===== src/rtl/xgmac_pause_ctrl.sv =====
// Pause-frame request generator for the 10G MAC RX path: watches RX FIFO fill
// level and issues rate-limited XOFF / refresh / XON pause requests.
module xgmac_pause_ctrl #(
  parameter int C_LVL_W   = 12,
  parameter int C_MIN_GAP = 64
) (
  input  logic               clk156,
  input  logic               aresetn,
  input  logic               cfg_enable,
  input  logic [C_LVL_W-1:0] cfg_xoff_thresh,
  input  logic [C_LVL_W-1:0] cfg_xon_thresh,
  input  logic [15:0]        cfg_quanta,
  input  logic [15:0]        cfg_refresh,
  input  logic               link_up,
  input  logic [C_LVL_W-1:0] fifo_level,
  output logic               pause_req,
  output logic [15:0]        pause_val,
  output logic               xoff_active,
  output logic               cfg_err,
  output logic [15:0]        xoff_count,
  output logic [15:0]        xon_count
);

  typedef enum logic [0:0] {IDLE = 1'b0, XOFF = 1'b1} state_e;

  localparam logic [7:0] GAP_LOAD = 8'(C_MIN_GAP - 1);

  state_e      state_q, state_d;
  logic [7:0]  gap_cnt_q, gap_cnt_d;
  logic [15:0] tmr_q, tmr_d;
  logic        pause_req_q, pause_req_d;
  logic [15:0] pause_val_q, pause_val_d;
  logic        cfg_err_q, cfg_err_d;
  logic [15:0] xoff_count_q, xoff_count_d;
  logic [15:0] xon_count_q, xon_count_d;

  logic        emit;
  logic [15:0] emit_val;
  logic        tmr_load;
  logic        gap_ok;

  assign gap_ok = (gap_cnt_q == 8'd0);

  // State register
  always_ff @(posedge clk156 or negedge aresetn) begin
    if (!aresetn) state_q <= IDLE;
    else          state_q <= state_d;
  end

  // Next-state and emit decision; any emit waits for the gap counter to drain
  always_comb begin
    state_d  = state_q;
    emit     = 1'b0;
    emit_val = 16'd0;
    tmr_load = 1'b0;
    unique case (state_q)
      IDLE: begin
        if (cfg_enable && link_up && !cfg_err_q && (fifo_level >= cfg_xoff_thresh) && gap_ok) begin
          state_d  = XOFF;
          emit     = 1'b1;
          emit_val = cfg_quanta;
          tmr_load = 1'b1;
        end
      end
      XOFF: begin
        if (!link_up) begin
          // Link loss silently drops XOFF, including a pending deferred XON
          state_d = IDLE;
        end else if (!cfg_enable || cfg_err_q || (fifo_level <= cfg_xon_thresh)) begin
          if (gap_ok) begin
            state_d  = IDLE;
            emit     = 1'b1;
            emit_val = 16'd0;
          end
        end else if ((cfg_refresh != 16'd0) && (tmr_q == 16'd0) && gap_ok) begin
          emit     = 1'b1;
          emit_val = cfg_quanta;
          tmr_load = 1'b1;
        end
      end
      default: state_d = IDLE;
    endcase
  end

  // Output / datapath next values
  always_comb begin
    pause_req_d  = emit;
    pause_val_d  = emit ? emit_val : 16'd0;
    cfg_err_d    = (cfg_xon_thresh >= cfg_xoff_thresh);
    gap_cnt_d    = emit ? GAP_LOAD : (gap_ok ? 8'd0 : gap_cnt_q - 8'd1);
    tmr_d        = tmr_load ? cfg_refresh : ((tmr_q != 16'd0) ? tmr_q - 16'd1 : 16'd0);
    xoff_count_d = xoff_count_q;
    xon_count_d  = xon_count_q;
    if (emit && (emit_val != 16'd0) && (xoff_count_q != 16'hFFFF)) xoff_count_d = xoff_count_q + 16'd1;
    if (emit && (emit_val == 16'd0) && (xon_count_q  != 16'hFFFF)) xon_count_d  = xon_count_q + 16'd1;
  end

  always_ff @(posedge clk156 or negedge aresetn) begin
    if (!aresetn) begin
      gap_cnt_q    <= 8'd0;
      tmr_q        <= 16'd0;
      pause_req_q  <= 1'b0;
      pause_val_q  <= 16'd0;
      cfg_err_q    <= 1'b0;
      xoff_count_q <= 16'd0;
      xon_count_q  <= 16'd0;
    end else begin
      gap_cnt_q    <= gap_cnt_d;
      tmr_q        <= tmr_d;
      pause_req_q  <= pause_req_d;
      pause_val_q  <= pause_val_d;
      cfg_err_q    <= cfg_err_d;
      xoff_count_q <= xoff_count_d;
      xon_count_q  <= xon_count_d;
    end
  end

  assign pause_req   = pause_req_q;
  assign pause_val   = pause_val_q;
  assign xoff_active = (state_q == XOFF);
  assign cfg_err     = cfg_err_q;
  assign xoff_count  = xoff_count_q;
  assign xon_count   = xon_count_q;

endmodule


===== config.mk =====
export PLATFORM = sky130hd
export DESIGN_NAME = xgmac_pause_ctrl
export DESIGN_NICKNAME = d
export VERILOG_FILES = /design/src/rtl/xgmac_pause_ctrl.sv
export SDC_FILE = /design/constraint.sdc
export NUM_CORES = 1
export LEC_CHECK = 0
export BUFFER_PORTS_ARGS = -buffer_cell sky130_fd_sc_hd__buf_2
export CAP_MARGIN = 20
export CORE_ASPECT_RATIO = 0.6
export CORE_MARGIN = 5
export CORE_UTILIZATION = 38
export DETAILED_ROUTE_END_ITERATION = 7
export GPL_TIMING_DRIVEN = 1
export PLACE_DENSITY = 0.61
export SYNTH_ARGS = -nofsm -noshare
export SYNTH_HDL_FRONTEND = slang
export SYNTH_SLANG_ARGS = --single-unit
export TNS_END_PERCENT = 30

===== constraint.sdc =====
create_clock -name clk156 -period 4.1 [get_ports clk156]
set_input_delay 0.82 -clock clk156 [delete_from_list [all_inputs] [get_ports clk156]]
set_output_delay 0.82 -clock clk156 [all_outputs]
set_load 0.02 [all_outputs]

**Yosys cells after proc, flatten, opt, wreduce, memory -nomap -nowiden**

Index checks and enable logic that the tools add are counted.

- Reduce and logical (&&, ||, !) cells: 20
- Order comparisons: 3
- Add/sub/neg operators: 4
- Eq/ne operators: 2
- Mux-type cells: 23
- Bitwise operators: 1

Operators with widths:

| cell | number |
|---|---|
| 2-to-1 mux 16 bit | 7 |
| nonzero test 16 bit | 3 |
| adder 16 x 1 -> 16 bit, second input constant | 2 |
| zero test 16 bit | 2 |
| != test 16 bit, second input constant | 2 |
| case mux 16 bit (2 select lines) | 1 |
| greater-or-equal comparator 12 bit | 2 |
| 2-to-1 mux 8 bit | 2 |
| subtractor 16 x 1 -> 16 bit, second input constant | 1 |
| <= comparator 12 bit | 1 |
| logical AND 1 bit | 10 |
| 2-to-1 mux 1 bit | 10 |
| zero test 8 bit | 1 |
| subtractor 8 x 1 -> 8 bit, second input constant | 1 |
| case mux 1 bit (2 select lines) | 3 |
| zero test 1 bit | 2 |
| logical OR 1 bit | 2 |
| NOT 1 bit | 1 |

- Register bits after elaboration: 75
- Input bits: 72
- Logic and storage cells: 61

**Longest topological paths before layout**

- Depth in word-level cells: 10
- Gate-level depth with buffers: 12
- Gate-level depth less buffers: 10

**Worst setup path after synthesis**

Ideal clock, no wire load.

- Path type: input-to-reg
- Start: input port cfg_xon_thresh[1]
- End: register xoff_count_q[1] (netlist: xoff_count[1])
- Setup slack: 1142 ps
- Arrival: 2833 ps
- Library setup time: 125 ps
- Stages: 11
- Cell sequence: inv_1 -> ha_1 -> nor2b_1 -> o211ai_1 -> a211o_1 -> a21oi_1 -> a32oi_2 -> or3b_1 -> buf_2 -> buf_6 -> mux2_2

- Word-level cells in the longest chain between the ends: 8

RTL lines:

| item | RTL line | RTL |
|---|---|---|
| from (decl) | 11 | `input logic [C_LVL_W-1:0] cfg_xon_thresh,` |
| <= comparator 12 bit (*) | 69 | `end else if (!cfg_enable \|\| cfg_err_q \|\| (fifo_level <= cfg_xon_thresh)) begin` |
| logical OR 1 bit (*) | 69 |  |
| 2-to-1 mux 16 bit | 69 |  |
| 2-to-1 mux 16 bit | 66 | `if (!link_up) begin` |
| case mux 16 bit (2 select lines) | 56 | `unique case (state_q)` |
| nonzero test 16 bit | 94 | `if (emit && (emit_val != 16'd0) && (xoff_count_q != 16'hFFFF)) xoff_count_d = xoff_count_q + 16'd1;` |
| logical AND 1 bit (*) (2 in series) | 94 |  |
| to (signal assigned) | 113 | `xoff_count_q <= xoff_count_d;` |
| to (decl) | 34 | `logic [15:0] xoff_count_q, xoff_count_d;` |

Every way passes the cells marked *; elsewhere a longest branch is shown, timed or not.
A chain may end at the register's enable or synchronous reset.

**Worst setup path after layout**

- Start: register tmr_q[0]
- End: register xoff_count_q[13] (netlist: xoff_count[13])

- Word-level cells in the longest chain between the ends: 10

RTL lines:

| item | RTL line | RTL |
|---|---|---|
| from (decl) | 30 | `logic [15:0] tmr_q, tmr_d;` |
| from (signal assigned) | 109 | `tmr_q <= tmr_d;` |
| zero test 16 bit (*) | 75 | `end else if ((cfg_refresh != 16'd0) && (tmr_q == 16'd0) && gap_ok) begin` |
| logical AND 1 bit (*) (2 in series) | 75 |  |
| 2-to-1 mux 16 bit | 75 |  |
| 2-to-1 mux 16 bit | 69 |  |
| 2-to-1 mux 16 bit | 66 |  |
| case mux 16 bit (2 select lines) | 56 |  |
| nonzero test 16 bit | 94 |  |
| logical AND 1 bit (*) (2 in series) | 94 |  |

Marks and branches as above.

==> results.txt <==
The clock tree from TritonCTS is yes. The share of post-route cells with drive strength above 1 is 26.0%. The first-pass detailed-route iteration total is 4. Setup repair after global routing left no endpoint under its margin.

The class of the most critical hold timing path is reg -> reg. From left edge to right edge, the die measures 149 µm. CTS saw 75 sinks. The number of setup buffers added after CTS is 0. The number of synthesized flops with an enable pin came out at 0. The net count of the mapped netlist came out at 578. The CTS H-tree depth came out at 3.

The internal portion of the total power is 1260 µW. The arithmetic-cell share of the synthesized area counting full adders, half adders and majority gates came out at 11.6%. The vertical die dimension is 93.5 µm. The endpoint class of the critical path is a flip-flop. The post-route minimum period came out at 3.37 ns. The total negative slack came out at 0 ns.

The number of antenna violations at the first check in global routing is 0. The largest vdd supply drop came out at 0.182 mV. A synthesized cell averages 9.49 µm². For this run, the leading register cell type out of synthesis is sky130_fd_sc_hd__dfrtp_1. After the last flow step, the layout net total stands at 702. Data on the critical path is required at its endpoint by 4.35 ns.

The all-layer global routing usage came out at 16.7%. The distinct cell type count of the synthesized netlist came out at 47. The flop and latch count out of synthesis came out at 75. In this run the standard cell core region covers 11300 µm².

The initial detailed-routing violation count came out at 172. The switching part of the total came out at 22.9%. The largest net degree at the start of global routing came out at 76. The count of max-cap constraint violations is 0. The buffer cell driving the clock tree root is sky130_fd_sc_hd__clkbuf_16. The main combinational cell family by area after synthesis is simple AND/OR/NAND/NOR gates.

The post-synthesis xor/xnor area fraction is 8.33%. Summing the areas of all compound-gate instances in the mapped netlist gives 7.17% of the synthesized area. The via count of the first global-routing pass is 3665. Buffers inserted during clock tree synthesis total 9.

The mapped netlist covers 4410 µm². The met2 wire length is 4.81 mm. Across all setup checks in the final design, the least slack found is 0.730 ns.

The standby leakage power is 0.00299 µW. In this run, post-CTS hold repair placed 0 buffers. The share of power burned in the clock network is 45.4%. The category of the most critical setup path is reg -> reg. Combinational cells account for 9.1% of the total power. The flow ran to the end, and the final reports show no timing, DRC or antenna violations. After filler insertion, the fill cell instance count of the layout stands at 1100. The CTS clock-pin slew for the worst setup and hold paths is 0.06 ns. The data arrival at the endpoint of the critical path came out at 3.62 ns.

The ratio of total power to cell area came out at 299 nW/µm². The count of endpoints failing hold in the final timing report is 0. Derived from the worst setup path, the maximum achievable clock frequency is 297 MHz.

The average wire length per cell after detail routing is 15.0 µm. The switching power summed over all nets came out at 374 µW. The register-to-register path setup slack is 0.73 ns. The ratio of final minimum period to clock period came out at 82.2%. The fraction of the mapped netlist area in simple logic gates came out at 24.0%.

The pin slew with the least headroom to its limit came out at 0.947 ns. The final-report setup violation count came out at 0. The worst max-slew margin expressed relative to the limit is 36.8%. Detailed placement ended at an HPWL of 9.02 mm.

The placement row count is 30. Wire segments on met3 add up to 602 µm in the final route. The number of antenna diodes in the final layout is 0. The detailed router put a total of 5.78 mm of wire on met1. For this run, the number of Yosys warnings is 0. For the worst-skew pair, the clock arrives at the later sink with an insertion delay of 0.33 ns. The total grt overflow is 0. The initial utilization of the core area, before any placement, comes to 38.9%. Routability-driven placement finished with a final weighted congestion of 0.821. The growth of design area from synthesis to finish came out at 24.0%. The number of remaining DRC errors came out at 0.

The uppermost metal layer occupied by signal nets is met4. In the synthesized netlist the async set-or-reset flop fraction comes to 100%. The proportion of power drawn by flip-flops and latches is 45.5%. After detailed routing, the number of vias per cell comes to 4.98. 123 I/O pins were placed.

The maximum net fanout on the critical path is 15. The count of antenna-violating nets left after detailed routing came out at 0. The total number of vias is 3747. The final number of max-transition violations is 0. The post-CTS resize count came out at 0. The die covers 13900 µm². The number of I/O port buffers is 122. The setup slack after placement came out at 0.654 ns. The fraction of the yosys area taken by sequential cells is 42.5%. The global-route wire length before repair came out at 18.6 mm.

The routed design has 11.3 mm of wire. After synthesis, the share of cell area in mux cells is 2.01%. The number of buffers between clock root and the deepest sink came out at 2. The number of instances in the synthesized netlist is 465. The post-route clock skew came out at 0.00407 ns.

STA classifies the critical path startpoint as a flip-flop.
[metal layers]
layer	vias to the layer above	GRT usage, %
met4	0	4.49
met1	1774	24.7
li1	1869	-
met2	87	23.8
met5	-	0
met3	17	4.46
[final cells by class]
type                       instances  area (µm²)  share of cell area [%]
inverter                          38         143                    2.61
clock inverter                     2        10.0                   0.183
sequential                        75        1880                    34.3
timing repair buffer             124         628                    11.5
multi-input combinational        341        2340                    42.8
clock buffer                      13         270                    4.94
tap                              160         200                    3.66
[placed cells by master (no fill, tap or decap), types with 3 or more instances in the layout]
cell and n:
sky130_fd_sc_hd__clkbuf_8 3, sky130_fd_sc_hd__or4_1 3, sky130_fd_sc_hd__nor4_1 17, sky130_fd_sc_hd__buf_4 3, sky130_fd_sc_hd__or3b_1 3, sky130_fd_sc_hd__xor2_1 21
sky130_fd_sc_hd__nor3_1 15, sky130_fd_sc_hd__nor2_1 22, sky130_fd_sc_hd__nor2b_1 18, sky130_fd_sc_hd__clkbuf_16 9, sky130_fd_sc_hd__nand3_1 29, sky130_fd_sc_hd__nand2_1 51
sky130_fd_sc_hd__or3_1 3, sky130_fd_sc_hd__and3_1 7, sky130_fd_sc_hd__dfrtp_1 75, sky130_fd_sc_hd__nand2b_1 4, sky130_fd_sc_hd__ha_1 41, sky130_fd_sc_hd__inv_1 38
sky130_fd_sc_hd__mux2_2 7, sky130_fd_sc_hd__buf_2 121, sky130_fd_sc_hd__o21ai_0 15, sky130_fd_sc_hd__a21o_1 6, sky130_fd_sc_hd__nand4_1 15, sky130_fd_sc_hd__xnor2_1 21
sky130_fd_sc_hd__a21oi_1 15
[flip-flops by register name, summed over array words and instances (netlist names)]
signal / flops
cfg_err: 1
pause_req: 1
xoff_count: 16
xoff_active: 1
tmr_q: 16
gap_cnt_q: 8
xon_count: 16
pause_val: 16
[final timing paths]
path                                  endpoint    startpoint  cells past startpoint
worst max-delay path            xoff_count[13]      tmr_q[0]                     10
min in group asynchronous        xoff_count[5]       aresetn                      1
worst min register to register    xon_count[7]  xon_count[7]                      1
worst max register to register  xoff_count[13]      tmr_q[0]                     10
worst min-delay path              xon_count[7]  xon_count[7]                      1
max in group asynchronous         xon_count[3]       aresetn                      1
[cell usage after synthesis, drive strengths merged (2+ instances only)]
library cell / count / area, µm²
and3: 7 / 43.8
nor4: 17 / 106
dfrtp: 75 / 1880
mux2: 7 / 78.8
nor3: 17 / 95.1
o21ai: 15 / 75.1
o31ai: 2 / 15.0
or4: 4 / 33.8
nand4: 15 / 93.8
o21a: 2 / 15.0
nor2b: 18 / 113
buf: 3 / 20.0
nand2: 51 / 191
or3b: 3 / 26.3
and2: 2 / 12.5
o211ai: 2 / 15.0
clkbuf: 8 / 30.0
or3: 3 / 18.8
or2: 2 / 12.5
nor2: 23 / 93.8
a21oi: 15 / 75.1
a21o: 6 / 45.0
nand3: 29 / 145
xor2: 21 / 184
ha: 41 / 513
xnor2: 21 / 184
nand2b: 4 / 25.0
inv: 38 / 143
a31o: 2 / 17.5
nor3b: 2 / 15.0
[worst max-delay path, stage by stage, from the launching register on]
cell                      delay, ns
sky130_fd_sc_hd__dfrtp_1       0.39
sky130_fd_sc_hd__inv_1         0.10
sky130_fd_sc_hd__ha_1          0.14
sky130_fd_sc_hd__or3b_1        0.38
sky130_fd_sc_hd__or3_1         0.33
sky130_fd_sc_hd__or4_4         0.54
sky130_fd_sc_hd__nor2_4        0.14
sky130_fd_sc_hd__a32oi_2       0.07
sky130_fd_sc_hd__or3b_1        0.65
sky130_fd_sc_hd__nor4_1        0.37
sky130_fd_sc_hd__xnor2_1       0.17
[logic make-up after synthesis]
kind of cell | count (synthesis)
AOI/OAI and AO/OA | 50
muxes | 8
DFF | 75
xor gates and xnor gates | 42
and+or+nand+nor | 200
adders and majority gates | 41
buffers and inverters | 49
[power by group through the flow]
stage	logic, µW	clock network (µW)	registers [µW]
floorplan	66.1	0	757
global placement	144	0	756
detailed placement	149	0	756
CTS	150	759	743
global route	171	793	743
finish	149	742	743
[per-stage QoR]
step,power [µW],cell area [µm²],hold slack (ns),utilization (%),std cells
finish,1630,5470,0.487,48.3,753
global placement,900,5190,0.472,45.8,738
CTS,1650,5470,0.493,48.3,753
global route,1710,5470,0.523,48.3,753
floorplan,824,4410,0.463,-,465
detailed placement,906,5190,0.485,45.8,738
(Power assumes the default switching activity.)
